<file path="src/rtl/icache_resp_if.sv">
// Fetch and refill signal bundle for the instruction cache.
// The slave modport is the cache: it answers fetches and drives the refill
// bus. The master modport is its environment: the fetching core plus the
// backing instruction memory.
interface icache_resp_if #(
   parameter int ADDR_W = 32
);
   logic              iCacheReadEn;
   logic [ADDR_W-1:0] iCacheReadAddr;
   logic [31:0]       iCacheReadData;
   logic              iCacheReady;
   logic              memReq;
   logic [ADDR_W-1:0] memAddr;
   logic              memAck;
   logic [31:0]       memData;

   modport slave (
      input  iCacheReadEn, iCacheReadAddr, memAck, memData,
      output iCacheReadData, iCacheReady, memReq, memAddr
   );

   modport master (
      output iCacheReadEn, iCacheReadAddr, memAck, memData,
      input  iCacheReadData, iCacheReady, memReq, memAddr
   );
endinterface

</file>
<file path="src/rtl/icache_resp.sv">
// Direct-mapped, read-only instruction cache.
// A hit returns the stored word one cycle after the request. A miss refills
// the whole line from backing memory one beat per memAck. The requested word
// is captured as its beat arrives and returned in a single RESPOND cycle.
// A flush seen while busy is remembered and applied on the next IDLE cycle.
module icache_resp #(
   parameter int NUM_LINES      = 16,
   parameter int WORDS_PER_LINE = 4,
   parameter int ADDR_W         = 32
) (
   input  logic         clk,
   input  logic         rst,
   input  logic         flush,
   output logic         busy,
   icache_resp_if.slave bus
);
   localparam int INDEX_W = $clog2(NUM_LINES);
   localparam int OFF_W   = $clog2(WORDS_PER_LINE);
   localparam int TAG_W   = ADDR_W - INDEX_W - OFF_W - 2;
   localparam logic [OFF_W-1:0] LAST_BEAT = OFF_W'(WORDS_PER_LINE - 1);

   typedef enum logic [1:0] {IDLE, REFILL, RESPOND} state_t;

   state_t               state;
   logic [NUM_LINES-1:0] valid;
   logic                 flush_pend;
   logic [TAG_W-1:0]     tag_mem  [NUM_LINES];
   logic [31:0]          data_mem [NUM_LINES*WORDS_PER_LINE];

   // Line being refilled, latched when the miss is detected
   logic [INDEX_W-1:0]   line_index;
   logic [TAG_W-1:0]     line_tag;
   logic [OFF_W-1:0]     line_off;
   logic [OFF_W-1:0]     beat;
   logic [31:0]          resp_word;

   // Fields of the incoming fetch address
   logic [OFF_W-1:0]     req_off;
   logic [INDEX_W-1:0]   req_index;
   logic [TAG_W-1:0]     req_tag;
   logic                 hit;
   logic                 beat_ack;
   logic                 unused_byte_bits;

   assign req_off   = bus.iCacheReadAddr[OFF_W+1:2];
   assign req_index = bus.iCacheReadAddr[OFF_W+INDEX_W+1:OFF_W+2];
   assign req_tag   = bus.iCacheReadAddr[ADDR_W-1:ADDR_W-TAG_W];
   assign hit       = valid[req_index] && (tag_mem[req_index] == req_tag);
   assign beat_ack  = (state == REFILL) && bus.memAck;
   assign busy      = (state != IDLE);

   // Fetches are word aligned; the byte-select bits carry no information.
   assign unused_byte_bits = ^bus.iCacheReadAddr[1:0];

   // Line storage: each refill beat writes one word, the last beat the tag.
   // NOTE: data and tag arrays are deliberately left out of reset; the valid
   // bits alone decide whether their contents mean anything, and resetting
   // the arrays would prevent mapping them onto RAM.
   always_ff @(posedge clk) begin
      if (beat_ack) begin
         data_mem[{line_index, beat}] <= bus.memData;
         if (beat == LAST_BEAT) begin
            tag_mem[line_index] <= line_tag;
         end
      end
   end

   // Control FSM with registered fetch and refill outputs.
   // NOTE: every register here is assigned with <= so all of them update
   // from the same pre-edge values; a blocking = would leak a new value into
   // later statements of the same cycle.
   always_ff @(posedge clk or negedge rst) begin
      if (!rst) begin
         state              <= IDLE;
         valid              <= '0;
         flush_pend         <= 1'b0;
         bus.iCacheReady    <= 1'b0;
         bus.iCacheReadData <= '0;
         bus.memReq         <= 1'b0;
         bus.memAddr        <= '0;
         line_index         <= '0;
         line_tag           <= '0;
         line_off           <= '0;
         beat               <= '0;
         resp_word          <= '0;
      end else begin
         bus.iCacheReady <= 1'b0;
         case (state)
            IDLE: begin
               if (flush || flush_pend) begin
                  // A flush cycle never services a fetch.
                  valid      <= '0;
                  flush_pend <= 1'b0;
               end else if (bus.iCacheReadEn) begin
                  if (hit) begin
                     bus.iCacheReady    <= 1'b1;
                     bus.iCacheReadData <= data_mem[{req_index, req_off}];
                  end else begin
                     line_index  <= req_index;
                     line_tag    <= req_tag;
                     line_off    <= req_off;
                     beat        <= '0;
                     bus.memAddr <= {req_tag, req_index, {OFF_W{1'b0}}, 2'b00};
                     bus.memReq  <= 1'b1;
                     state       <= REFILL;
                  end
               end
            end

            REFILL: begin
               if (flush) begin
                  flush_pend <= 1'b1;
               end
               if (bus.memAck) begin
                  beat <= beat + OFF_W'(1);
                  // Only the offset field advances, so the beat address
                  // wraps inside the line instead of carrying into the index.
                  bus.memAddr[OFF_W+1:2] <= beat + OFF_W'(1);
                  if (beat == line_off) begin
                     resp_word <= bus.memData;
                  end
                  if (beat == LAST_BEAT) begin
                     valid[line_index]  <= 1'b1;
                     bus.memReq         <= 1'b0;
                     bus.iCacheReady    <= 1'b1;
                     bus.iCacheReadData <= (beat == line_off) ? bus.memData : resp_word;
                     state              <= RESPOND;
                  end
               end
            end

            RESPOND: begin
               if (flush) begin
                  flush_pend <= 1'b1;
               end
               state <= IDLE;
            end

            default: state <= IDLE;
         endcase
      end
   end
endmodule

</file>
<file path="src/flat_wrapper.sv">
// flat-port wrapper written by rule: the top's interface ports become plain ports
module icache_resp_flat 
#(
   parameter int NUM_LINES      = 16,
   parameter int WORDS_PER_LINE = 4,
   parameter int ADDR_W         = 32
)
  (clk, rst, flush, busy, bus_iCacheReadEn, bus_iCacheReadAddr, bus_memAck, bus_memData, bus_iCacheReadData, bus_iCacheReady, bus_memReq, bus_memAddr);
  icache_resp_if #(.ADDR_W(ADDR_W)) bus_i ();
  input  logic clk;
  input  logic rst;
  input  logic flush;
  output logic busy;
  input wire logic [$bits(bus_i.iCacheReadEn)-1:0] bus_iCacheReadEn;
  input wire logic [$bits(bus_i.iCacheReadAddr)-1:0] bus_iCacheReadAddr;
  input wire logic [$bits(bus_i.memAck)-1:0] bus_memAck;
  input wire logic [$bits(bus_i.memData)-1:0] bus_memData;
  output wire logic [$bits(bus_i.iCacheReadData)-1:0] bus_iCacheReadData;
  output wire logic [$bits(bus_i.iCacheReady)-1:0] bus_iCacheReady;
  output wire logic [$bits(bus_i.memReq)-1:0] bus_memReq;
  output wire logic [$bits(bus_i.memAddr)-1:0] bus_memAddr;
  assign bus_i.iCacheReadEn = bus_iCacheReadEn;
  assign bus_i.iCacheReadAddr = bus_iCacheReadAddr;
  assign bus_i.memAck = bus_memAck;
  assign bus_i.memData = bus_memData;
  assign bus_iCacheReadData = bus_i.iCacheReadData;
  assign bus_iCacheReady = bus_i.iCacheReady;
  assign bus_memReq = bus_i.memReq;
  assign bus_memAddr = bus_i.memAddr;
  icache_resp #(.NUM_LINES(NUM_LINES), .WORDS_PER_LINE(WORDS_PER_LINE), .ADDR_W(ADDR_W)) u_core (.clk(clk), .rst(rst), .flush(flush), .busy(busy), .bus(bus_i));
endmodule
</file>
<file path="config.mk">
export PLATFORM = sky130hd
export DESIGN_NAME = icache_resp_flat
export DESIGN_NICKNAME = d
export VERILOG_FILES = /design/src/rtl/icache_resp_if.sv /design/src/rtl/icache_resp.sv /design/src/flat_wrapper.sv
export SDC_FILE = /design/constraint.sdc
export NUM_CORES = 2
export LEC_CHECK = 0
export CORE_UTILIZATION = 60
export DETAILED_ROUTE_END_ITERATION = 16
export PLACE_DENSITY = 0.77
export SLEW_MARGIN = 20
export SYNTH_ARGS = -nofsm -noshare
export SYNTH_HDL_FRONTEND = slang
export SYNTH_SLANG_ARGS = --single-unit
</file>
<file path="constraint.sdc">
create_clock -name clk -period 3.6 [get_ports clk]
set_input_delay 0.54 -clock clk [delete_from_list [all_inputs] [get_ports clk]]
set_output_delay 0.54 -clock clk [all_outputs]
set_load 0.02 [all_outputs]
</file>
# == Yosys cells after proc, flatten, opt, wreduce, memory -nomap -nowiden ==
# Memories as Yosys holds them, arrays and structs flattened.
# Cells that the tools add are included.
# classes
multipliers,0
bitwise,3
eq_ne,13
n_div,0
reduce_logical,17
add_sub_neg,1
n_mux,49
n_shift,0
n_lt_le_gt_ge,3
# ops
operator,count
$mux W32,6
$pmux W32 S2,1
$mux W16,3
$pmux W16 S2,1
$eq A24 B24 Y1,1
$mux W1,18
$mux W2,9
$or A16 B16 Y16,1
$mux W4,3
$pmux W2 S2,3
$reduce_and A6 Y1,2
$lt A4 B5 Y1 const B,2
$ne A2 B2 Y1 const B,5
$reduce_and A5 Y1,2
$reduce_and A4 Y1,2
$ne A2 B1 Y1 const B,3
$pmux W1 S2,3
$reduce_bool A2 Y1,3
$bmux W1 S4,1
$demux W1 S4,1
$eq A2 B2 Y1 const B,2
$ge A4 B1 Y1 const B,1
$logic_and A1 B1 Y1,3
$reduce_and A3 Y1,1
other kinds (8),9
# word_totals
ram_bits,2432
mem_count,2
wordCells,101
romBits,0
latchBits,0
input_bits,69
reg_bits,147
# mem_list
memory,depth,width,rd,rd_ports_with_merged_regs,write_ports,line_no,text
u_core.data_mem,64,32,1,0,1,icache_resp.sv:28,logic [31:0] data_mem [NUM_LINES*WORDS_PER_LINE];
u_core.tag_mem,16,24,1,0,1,icache_resp.sv:27,logic [TAG_W-1:0] tag_mem [NUM_LINES];

# == Logic depth before layout (Yosys ltp) ==
# depth
word_depth,8
ltp_mapped,14
ltp_nobuf,10

# == Worst setup path before layout ==
# Ideal clock, no wire load.
# synth_timing
kind,input to register
start,input port bus_iCacheReadAddr[6]
end,register u_core.bus.iCacheReadData[10]
setup_slack_ns,0.215
t_required_ns,3.473
t_arrival_ns,3.258
path_stages,12
path_cell_list,buf_6 buf_6 clkbuf_1 mux4_2 xor2_1 o311ai_1 nand4_1 nor4_2 nand4_1 a21oi_2 buf_6 mux2_1
# synth_between
elab_chain_len,5
elab_cells_between_ends,12
# synth_lines
item,line_no,text
start: declaration,flat_wrapper.sv:15,input wire logic [$bits(bus_i.iCacheReadAddr)-1:0] bus_iCacheReadAddr;
$mem_v2 Z16 W24 (tied with other cells),-,
$eq A24 B24 Y1 (tied with other cells),icache_resp.sv:48,assign hit = valid[req_index] && (tag_mem[req_index] == req_tag);
$logic_and A1 B1 Y1 / $mux W32 (equally long branches),"icache_resp.sv:48, icache_resp.sv:94",
$ne A2 B1 Y1 (no line) / $mux W32 (equally long branches),-,
$reduce_and A6 Y1 (no line) / $pmux W32 S2 (equally long branches),-,
end signal: assignment,icache_resp.sv:97,"bus.iCacheReadData <= data_mem[{req_index, req_off}];"
end signal: assignment,icache_resp.sv:126,bus.iCacheReadData <= (beat == line_off) ? bus.memData : resp_word;
end: declaration,icache_resp_if.sv:19,"output iCacheReadData, iCacheReady, memReq, memAddr"
# Several ways; a longest one is shown, not always the timed one. The select of a mux whose other input is x is not followed.
# A chain may end at the register's enable or synchronous reset.

# == Worst setup path in the final report ==
# layout_timing
start,memory u_core.tag_mem[6][18] in the netlist's numbering
end,register u_core.bus.iCacheReadData[24]
# layout_between
elab_chain_len,5
# layout_lines
item,line_no
start: declaration,icache_resp.sv:27
$mem_v2 Z16 W24,-
$eq A24 B24 Y1,icache_resp.sv:48
$logic_and A1 B1 Y1,icache_resp.sv:48
$ne A2 B1 Y1 (no line),-
$reduce_and A6 Y1 (no line),-
# Every way passes these cells.

==> results.cfg <==
[status]
status = finished, violations left
violations = setup timing

[grt]
grt_max_degree = 103
grt_pass1_wl_mm = 382.8
antenna_found_initial = 17
grt.total_usage = 0.3290
overflow = 0
grt_pass1_vias = 52960

[drt]
first_iter_violations = 8451
wirelength_mm = 271.3
remaining_drc_errors = 0
viasPerCell = 7.062
vias = 52310
wire_per_inst_um = 36.63
drt.antenna.violating_nets = 0
firstDrtPassIters = 6

[worst_setup_path]
arrival_ns = 4.35
critical-path-top-delay-family = multiplexers
endpoint_kind = flip-flop
timing.critical_path.mode_cell = buf_12
critPathMaxStageDelay_ns = 0.48
critPathLaunchType = flip-flop
crit_fanout = 11
path_cells = mux4_2 -> mux2i_1 -> xor2_1 -> o221ai_1 -> o41ai_2 -> buf_4 -> and4b_2 -> nand4_1 -> a21oi_4 -> buf_12 -> buf_12 -> mux2_1
r2r_setup_slack_ns = -0.03
critPathKind = reg2reg
crit_buf_inv = 3
worstPathRequired_ns = 4.32
cp_slowest_cell = mux4_2

[clocking]
path_clk_slew_ns = 0.07
htreeDepth = 4
cts_root_buffer = clkbuf_16
cts_made_buffers = 236
cts_tree = built
post_cts_buffers = 0
cts_sinks = 2549
clkLatencyLatePin_ns = 0.89
clk_path_buf_depth = 3

[die]
die_w_um = 407.1
rows = 148
dieArea_um2 = 165700
core_um2 = 162800
die_h_um = 407.1
io_pins = 136
start_util = 0.6049

[power]
power_density_nw_per_um2 = 610.2
ir_drop_v = 0.0006670
leakagePower_nw = 37.31
total_power_mw = 70.12

[synth]
ys_top_cells_by_area = edfxtp_1, mux4_2, dfrtp_1, mux2i_1, mux2_2
ys_types = 66
yosysTopAreaCell = edfxtp_1
synth_warnings = 0
avgSynthCellArea_um2 = 22.11
async_flop_share = 0.04590
synthFlopType = edfxtp_1
netlist_area_um2 = 98460
yosysTopAreaCellShare = 0.7417
yosysSeqAreaShare = 0.7714
synth-edff-count = 2432
synthCells = 4454
yosys_register_bits = 2549

[timing]
whs_ns = 0.06905
max-slew-margin-rel = 0.2762
timing.setup.tns_ns = -0.1529
rsz0062_at_grt = true
setup_viol = 16
tightest_slew_ns = 1.083
drv_slew = 0
finalCritPeriodShare = 1.008
layout_min_cycle_time_ns = 3.628
finalWorstSetupSlack_ns = -0.02805
max_freq_mhz = 275.6
skew_ns = 0.06843
finalHoldViolCount = 0

[cells_and_area]
fin_cells = 7407
fillers = 8976
fin_util = 0.7061
final_cell_mix = edfxtp_1, mux4_2, buf_4
areaGrowthSynthToFinish_pct = 16.72
final_common_cell = edfxtp_1
drive_gt1_frac = 0.3198
layout.nets = 5096

[place]
place_inst = 6958
hpwl_mm = 147.6
io_buffers = 131
place_congestion = 0.8396

[worst_hold_path]
hold_path.class = in2reg

[job]
max-cap-violations = 0
[cells in the mapped netlist (16+ instances only)]
cell type,count
nor2b_1,30
dfrtp_1,117
mux2i_1,182
buf_2,66
nand2_1,136
edfxtp_1,2432
nor2_1,149
mux2_2,80
and2_1,16
mux2_1,30
a21oi_1,85
o22ai_1,17
a211oi_1,32
buf_1,57
o21ai_0,44
clkbuf_1,101
a32o_1,24
nand3_1,20
nor3_1,16
xnor2_1,23
o221ai_1,20
mux4_2,631
[kinds of logic after synthesis]
logic type | Yosys count | share of synthesized area
fa+ha+maj | 4 | 0.0005083
simple gates | 401 | 0.01810
mux | 923 | 0.1754
compound gates | 289 | 0.01985
other cells | 1 | 0.00003809
xor+xnor | 38 | 0.003380
flops | 2549 | 0.7714
buf+inv | 249 | 0.01128
[through the flow]
stage	area (um2)	setup slack, ns
global placement	106700	-0.3786
CTS	114900	-0.05535
finish	114900	-0.02805
floorplan	98470	0.2145
global route	114900	-0.09172
detailed placement	106700	-0.4982
[metal layers]
| layer | vias to the layer above | part of all wire | wire length [um] | track usage |
|---|---|---|---|---|
| li1 | 19850 | - | - | - |
| met1 | 27160 | 0.35 | 93860 | 0.4474 |
| met2 | 4466 | 0.48 | 129200 | 0.5143 |
| met3 | 822 | 0.13 | 35950 | 0.08621 |
| met4 | 6 | 0.045 | 12240 | 0.1329 |
| met5 | - | 0.00014 | 39 | 0 |
[flip-flops by register name, summed over array words and instances, names as in the netlist]
register                   cells
u_core.line_tag               23
u_core.data_mem             2048
u_core.beat                    2
u_core.state                   2
u_core.bus.memReq              1
u_core.line_index              3
u_core.line_off                2
u_core.bus.iCacheReadData     32
u_core.tag_mem               384
u_core.bus.memAddr             2
u_core.flush_pend              1
u_core.bus.iCacheReady         1
u_core.valid                  16
u_core.resp_word              32
[timing repair]
item / 4_1_cts / 5_1_grt
pin swaps: 3 / 2
hold endpoints to repair: 42 / 0
hold buffers: 2 / 0
endpoints found under the setup margin: 29 / 28
gates cloned: 0 / 0
resized for setup: 16 / 3
[final cells by class]
| cell class | count | area [um2] | share of cell area |
|---|---|---|---|
| diodes | 3 | 7.507 | 0.00006532 |
| clock buffers | 292 | 6346 | 0.05522 |
| clock inverters | 152 | 1782 | 0.01550 |
| inverters | 9 | 36.28 | 0.0003157 |
| multi-input cells | 1657 | 22090 | 0.1923 |
| flip-flops and latches | 2549 | 75960 | 0.6609 |
| well taps | 2175 | 2721 | 0.02368 |
| repair buffers | 570 | 5981 | 0.05204 |
[where the power goes]
group          internal [mW]  total, mW  switching, mW
Combinational           3.49       8.77           5.28
Sequential              34.1       35.4           1.31
Clock                   14.7       26.0           11.2
Total                   52.3       70.1           17.8
[path summary, 6_finish.rpt]
check	from	end	cells after the start
worst max-delay path	u_core.tag_mem[6][18]$_DFFE_PP_	u_core.bus.iCacheReadData[24]$_DFFE_PN0P_	12
worst min-delay path	bus_memData[6]	u_core.data_mem[52][6]$_DFFE_PP_	1
worst max register to register	u_core.tag_mem[6][18]$_DFFE_PP_	u_core.bus.iCacheReadData[24]$_DFFE_PN0P_	12
worst min register to register	u_core.bus.iCacheReadData[5]$_DFFE_PN0P_	u_core.bus.iCacheReadData[5]$_DFFE_PN0P_	1
max in group asynchronous	rst	u_core.bus.iCacheReadData[18]$_DFFE_PN0P_	3
min in group asynchronous	rst	u_core.line_tag[4]$_DFFE_PN0P_	2
(Power assumes the default switching activity.)
